<file path="src/rtl/skew_delay_line.sv">
// -----------------------------------------------------------------------------
// skew_delay_line
//
// Multi-lane delay line with a runtime-programmable base depth and a valid bit
// per stage. Lane i is tapped at (depth - 1 + i*SKEW). Successive lanes
// therefore come out one SKEW step later than the previous lane. This is the
// diagonal skew a systolic array expects on its row and column inputs.
//
// Ports
//   clk, rst     clock; synchronous active-high reset
//   shift_en     advance every lane by one stage (RUN state only)
//   din_valid    valid flag shifted in together with din
//   din          lane i at din[i*WIDTH +: WIDTH]
//   cfg_depth    requested base delay; cfg_load applies it (only when empty)
//   flush        clear every stored valid bit, keeping the data
//   drain        self-drain: shift zeros in until nothing valid remains
//   dout         lane i tap data, same packing as din
//   dout_valid   per-lane tap valid
//   busy         any stored valid bit set, including stages past the tap
//   drain_done   one-cycle pulse when a drain empties the line
//   cfg_err      one-cycle pulse when a cfg_load is rejected
// -----------------------------------------------------------------------------
module skew_delay_line #(
    parameter int WIDTH         = 8,
    parameter int LANES         = 4,
    parameter int MAX_DEPTH     = 32,
    parameter int SKEW          = 1,
    parameter int DEFAULT_DEPTH = 26,
    parameter int ZERO_INVALID  = 1,
    localparam int DW           = $clog2(MAX_DEPTH + 1)
) (
    input  logic                   clk,
    input  logic                   rst,
    input  logic                   shift_en,
    input  logic                   din_valid,
    input  logic [LANES*WIDTH-1:0] din,
    input  logic [DW-1:0]          cfg_depth,
    input  logic                   cfg_load,
    input  logic                   flush,
    input  logic                   drain,
    output logic [LANES*WIDTH-1:0] dout,
    output logic [LANES-1:0]       dout_valid,
    output logic                   busy,
    output logic                   drain_done,
    output logic                   cfg_err
);

    typedef enum logic {
        ST_RUN   = 1'b0,
        ST_DRAIN = 1'b1
    } state_e;

    state_e        state_q, state_d;
    logic [DW-1:0] depth_q, depth_d;
    logic          drain_done_q, drain_done_d;
    logic          cfg_err_q, cfg_err_d;

    // Datapath controls produced by the control process.
    logic do_shift;
    logic do_flush;
    logic shift_zero;

    logic [LANES-1:0] lane_busy;
    logic [LANES-1:0] lane_busy_next;
    logic             busy_after_shift;

    // A request of 0 becomes 1 and anything above MAX_DEPTH saturates.
    function automatic logic [DW-1:0] clamp_depth(input logic [DW-1:0] req);
        if (req == '0) begin
            return DW'(1);
        end else if (req > DW'(MAX_DEPTH)) begin
            return DW'(MAX_DEPTH);
        end
        return req;
    endfunction

    // -------------------------------------------------------------------------
    // Control: flush > drain/state > cfg_load > shift
    // -------------------------------------------------------------------------
    always_comb begin
        // NOTE: every output of this block is given a default first, so no path
        // leaves a signal unassigned and no latch is inferred.
        state_d      = state_q;
        depth_d      = depth_q;
        drain_done_d = 1'b0;
        cfg_err_d    = 1'b0;
        do_shift     = 1'b0;
        do_flush     = 1'b0;
        shift_zero   = 1'b0;

        if (flush) begin
            // Flush overrides any shift and cancels a drain without a done pulse.
            do_flush  = 1'b1;
            state_d   = ST_RUN;
            cfg_err_d = cfg_load;
        end else if (state_q == ST_DRAIN) begin
            // Self-drain ignores shift_en and pushes empty samples every cycle.
            do_shift   = 1'b1;
            shift_zero = 1'b1;
            cfg_err_d  = cfg_load;
            // The exit test looks at the occupancy after this cycle's shift.
            if (!busy_after_shift) begin
                state_d      = ST_RUN;
                drain_done_d = 1'b1;
            end
        end else begin
            if (drain) begin
                state_d   = ST_DRAIN;
                cfg_err_d = cfg_load;
            end else if (cfg_load) begin
                if (busy) begin
                    cfg_err_d = 1'b1;
                end else begin
                    depth_d = clamp_depth(cfg_depth);
                end
            end
            do_shift = shift_en;
        end
    end

    always_ff @(posedge clk) begin
        // NOTE: sequential state is written with non-blocking assignments so
        // that every register samples the values from before the clock edge.
        if (rst) begin
            state_q      <= ST_RUN;
            depth_q      <= DW'(DEFAULT_DEPTH);
            drain_done_q <= 1'b0;
            cfg_err_q    <= 1'b0;
        end else begin
            state_q      <= state_d;
            depth_q      <= depth_d;
            drain_done_q <= drain_done_d;
            cfg_err_q    <= cfg_err_d;
        end
    end

    // -------------------------------------------------------------------------
    // Per-lane storage: lane i holds MAX_DEPTH + i*SKEW stages, stage 0 = input
    // -------------------------------------------------------------------------
    for (genvar i = 0; i < LANES; i++) begin : g_lane
        localparam int LEN = MAX_DEPTH + i * SKEW;
        localparam int OFS = i * SKEW;
        localparam int IW  = (LEN > 1) ? $clog2(LEN) : 1;

        logic [WIDTH-1:0] data_q [LEN];
        logic [LEN-1:0]   vld_q;
        logic [WIDTH-1:0] lane_in;
        logic             vld_in;
        logic [IW-1:0]    tap_idx;
        logic [WIDTH-1:0] tap_data;
        logic             tap_vld;

        assign lane_in = shift_zero ? '0 : din[i*WIDTH +: WIDTH];
        assign vld_in  = shift_zero ? 1'b0 : din_valid;

        always_ff @(posedge clk) begin
            // NOTE: the sample storage is reset too, because dout must read 0
            // straight after reset regardless of what was in flight.
            if (rst) begin
                for (int k = 0; k < LEN; k++) begin
                    data_q[k] <= '0;
                end
                vld_q <= '0;
            end else if (do_flush) begin
                vld_q <= '0;
            end else if (do_shift) begin
                data_q[0] <= lane_in;
                for (int k = 1; k < LEN; k++) begin
                    data_q[k] <= data_q[k-1];
                end
                vld_q <= (vld_q << 1) | LEN'(vld_in);
            end
        end

        // depth_q never exceeds MAX_DEPTH, so the tap stays inside this lane.
        assign tap_idx  = IW'(int'(depth_q) - 1 + OFS);
        assign tap_data = data_q[tap_idx];
        assign tap_vld  = vld_q[tap_idx];

        assign dout[i*WIDTH +: WIDTH] = (ZERO_INVALID != 0 && !tap_vld) ? '0 : tap_data;
        assign dout_valid[i]          = tap_vld;

        // Occupancy now, and occupancy once the last stage has been shifted out.
        assign lane_busy[i]      = |vld_q;
        assign lane_busy_next[i] = |(vld_q << 1);
    end

    assign busy_after_shift = |lane_busy_next;
    assign busy             = |lane_busy;
    assign drain_done       = drain_done_q;
    assign cfg_err          = cfg_err_q;

endmodule
</file>
<file path="config.mk">
export PLATFORM = sky130hd
export DESIGN_NAME = skew_delay_line
export DESIGN_NICKNAME = d
export VERILOG_FILES = /design/src/rtl/skew_delay_line.sv
export SDC_FILE = /design/constraint.sdc
export NUM_CORES = 2
export LEC_CHECK = 0
export ABC_AREA = 1
export ABC_CLOCK_PERIOD_IN_PS = 94300
export CORE_ASPECT_RATIO = 0.5
export CORE_MARGIN = 1
export CORE_UTILIZATION = 43
export DETAILED_ROUTE_END_ITERATION = 10
export GPL_ROUTABILITY_DRIVEN = 0
export RECOVER_POWER = 50
export REMOVE_ABC_BUFFERS = 1
export SLEW_MARGIN = 20
export SYNTH_ARGS = -nofsm -noshare
export SYNTH_HDL_FRONTEND = slang
export SYNTH_SLANG_ARGS = --single-unit
</file>
<file path="constraint.sdc">
create_clock -name clk -period 94.3 [get_ports clk]
set_input_delay 28.29 -clock clk [delete_from_list [all_inputs] [get_ports clk]]
set_output_delay 28.29 -clock clk [all_outputs]
set_load 0.02 [all_outputs]
</file>
==> run_results.csv <==
group,metric,value,unit
cts,cts-buffers-inserted,109,
routing,first_iter_violations,3418,
critical_path,timing.reg2reg.setup_slack,80960,ps
logic_synthesis,yosys_warnings,0,
routing,postRouteWirelength,127000,um
cells_and_area,num-fill-cells,12192,
grt,antenna_violations_before_repair,2,
pwr,p_clk_share,40.4,%
logic_synthesis,post_synth_main_area_contributors,"edfxtp_1 (59%), nand2_1 (12%), nor2_1 (9.7%)",
logic_synthesis,synth.distinct_cells,34,
cts,clock_tree.htree_level_count,3,
sta,fmax,0.0237,GHz
logic_synthesis,synth-compound-area-share,3.18,%
floorplanning,die_width,507,um
critical_path,critical_path.n_buffers_inverters,5,
floorplanning,starting_density_of_the_core,43.4,%
critical_path,arrival,42610,ps
floorplanning,die_height,255,um
sta,slew_headroom,-577,%
sta,finalWorstPathRequiredPeriod,42270,ps
pwr,sw_frac_of_total,23.2,%
sta,final.setup.tns,0,ps
cts,clock_sinks,1116,
cells_and_area,layout-drive-gt1-share,4.00,%
pwr,internal_power,0.000859,W
critical_path,critPathMaxFanout,182,
pwr,seqPwrFrac,52.9,%
sta,setup_viol,0,
grt,final_global_route_overflow_total,0,
sta,timing_worst_slew_pin_value,10160,ps
logic_synthesis,synth-seq-area-share,60.3,%
cts,insertion_delay,720,ps
critical_path,crit_family,"buffers and inverters",
logic_synthesis,synth_area,0.0549,mm2
critical_path,worst_ep_required_time,94640,ps
cells_and_area,area_delta_synth_final,9.92,%
sta,final.setup.worst_slack,52030,ps
logic_synthesis,post_synth_inst_count,6513,
logic_synthesis,xor_xnor_cell_area_share_of_the_yosys_netlist,0.0479,%
cells_and_area,multiInputGateArea,0.0159,mm2
min_path,worst_hold_path_type,"reg2reg",
sta,final_max_slew_viol_count,1251,
cts,post_cts_resized,0,
logic_synthesis,number_of_flops_mapped_to_enable_cells_by_yosys,1072,
logic_synthesis,netlist.top_cell.by_area,"edfxtp_1",
pwr,p_comb_share,6.7,%
logic_synthesis,most_numerous_cell_types_in_the_synthesized_netlist,"nand2_1 (1,795), nor2_1 (1,421), inv_1 (1,163)",
logic_synthesis,synthesis.area_per_instance,8.42,um2
place,place.port_buffers,83,
routing,firstDrtPassIters,5,
floorplanning,dieArea,0.129,mm2
routing,detailroute.via_count,39393,
pwr,power_density,18.6,mW/mm2
floorplanning,pin_count,84,
critical_path,criticalPathCategory,"in2reg",
routing,ant_nets,0,
cts,clk_pin_slew,60,ps
routing,detail_route.drc_violations,0,
pwr,irDropWorstVdd,13.7,uV
grt,largest_net_degree_at_the_start_of_global_routing,223,
cts,cts.root.buffer_cell,"clkbuf_16",
routing,routed_via_density,4.80,
logic_synthesis,postSynthRegisterBits,1116,
cts,cts_hold_repair.buffers,0,
place,detailedPlace.worstSlack,60290,ps
logic_synthesis,synth.most_common_cell,"nand2_1",
routing,routedWlPerCell,15.4,um
logic_synthesis,synth_top_area_share,58.7,%
sta,grt_setup_unrepaired,"false",
floorplanning,std_cell_rows,92,
pwr,p_leak,26.4,nW
sta,final.setup_skew,27.3,ps
logic_synthesis,synth_top_family_by_area,"simple AND/OR/NAND/NOR gates",
cts,max-clock-path-buffers,3,
critical_path,cp_cell_sequence,"clkbuf_1 > clkinv_1 > nand2_1 > clkbuf_1 > buf_4 > buf_4",
cts,clock_tree_from_tritoncts,"built",
critical_path,slowest_stage,"clkbuf_1",
logic_synthesis,synth_ff_type,"edfxtp_1",
sta,hold_viol_final,0,
place,dpl.hpwl,68200,um
logic_synthesis,synth_fa_ha_area_share,0.114,%
outcome,failing_checks,"capacitance limit, slew limit",
logic_synthesis,async_flop_share,0,%
pwr,total_switching_power,0.000260,W
grt,grt_first_pass_wirelength,200000,um
flow_run,cap_viol_max_count,12,
grt,grtUsageTotal,19.4,%
cells_and_area,ff_latch_area,0.0331,mm2
critical_path,setup.worst_path.start_class,"input port",
critical_path,critical_path.endpoint_type,"flip-flop",
critical_path,critical_path.max_stage_delay,6920,ps
grt,grt_pass1_vias,36075,
cells_and_area,final_nets,6476,
cts,post-cts-setup-buffers,0,
logic_synthesis,synth_simple_gate_area_share,25.5,%
outcome,status,"finished, violations left",
logic_synthesis,synth.mux.area_fraction,0,%
sta,final.period_utilization,44.8,%
floorplanning,fp.coreArea,0.126,mm2
state kept, by name (all words and copies together), names as in the netlist:
name and cells:
cfg_err 1, depth_q 6, drain_done 1, g_lane.data_q 1072
g_lane.vld_q 35, state_q 1
stage by stage:
step	std cells	cell area, um2	hold slack, ps	total power [W]	utilization, %
final	8215	60300	505	0.00112	47.8
after CTS	8214	60400	509	0.00112	47.8
after floorplan	6183	53300	447	0.000691	-
after global placement	8007	56800	495	0.000673	44.9
after global routing	8215	60300	542	0.00116	47.8
after detailed placement	8007	56800	499	0.000674	44.9
layout by cell type, fill, tap and decap left out, types with 43 or more instances in the layout:
cell,synthesis,layout
nand2_1,1795,1791
nor2_1,1421,1419
inv_1,1163,1162
edfxtp_1,1072,1072
nand3_1,298,298
o21ai_0,124,123
clkbuf_16,0,112
a21oi_1,101,101
clkdlybuf4s50_1,0,80
dfxtp_1,44,43
worst register-to-register path, cell delays in order (launching register included):
cell        delay, ps
dfxtp_1           380
o21ai_2           130
buf_4             320
nor2_1            100
clkinvlp_2       3320
clkbuf_1         6790
buf_4            1830
nor2_1            170
path summary, 6_finish.rpt:
| kind | from | cells after the start | to |
|---|---|---|---|
| max | rst | 6 | g_lane[1].data_q[18][7] |
| min | depth_q[4] | 2 | depth_q[4] |
| max reg2reg | state_q | 7 | g_lane[0].data_q[5][3] |
| min reg2reg | depth_q[4] | 2 | depth_q[4] |
layer usage:
layer  vias up  global-route usage, %  part of all wire (%)
li1      19902                      -                     -
met1     18499                   28.4                    48
met2       811                   30.2                    45
met3       181                   2.80                   5.1
met4         0                   5.35                   2.2
met5         -                      0                     0
area by class of cell:
class / instances / share of cell area, %
flip-flops and latches: 1116 / 54.8
multi-input cells: 3888 / 26.3
inverters: 1179 / 7.36
clock buffers: 134 / 4.85
well taps: 1692 / 3.51
repair buffers: 132 / 1.94
clock inverters: 73 / 1.19
diodes: 1 / 0.00415
power by group through the flow:
| stage | clock network (W) | logic, W | registers [W] |
|---|---|---|---|
| 6_report | 0.000452 | 0.0000751 | 0.000592 |
| 3_5_place_dp | 0 | 0.0000747 | 0.000599 |
| 4_1_cts | 0.000460 | 0.0000752 | 0.000588 |
| 5_1_grt | 0.000477 | 0.0000868 | 0.000595 |
| 2_1_floorplan | 0 | 0.0000601 | 0.000631 |
| 3_3_place_gp | 0 | 0.0000746 | 0.000598 |
kinds of logic (layout without fill, tap and decap cells):
family          count (synthesis)  count (layout)
other cells                     0               1
xor+xnor                        3               3
fa+ha+maj                       5               5
simple gates                 3577            3577
buf+inv                      1509            1518
flops                        1116            1116
compound gates                303             303
No activity file was read; power rests on OpenSTA's default activity.
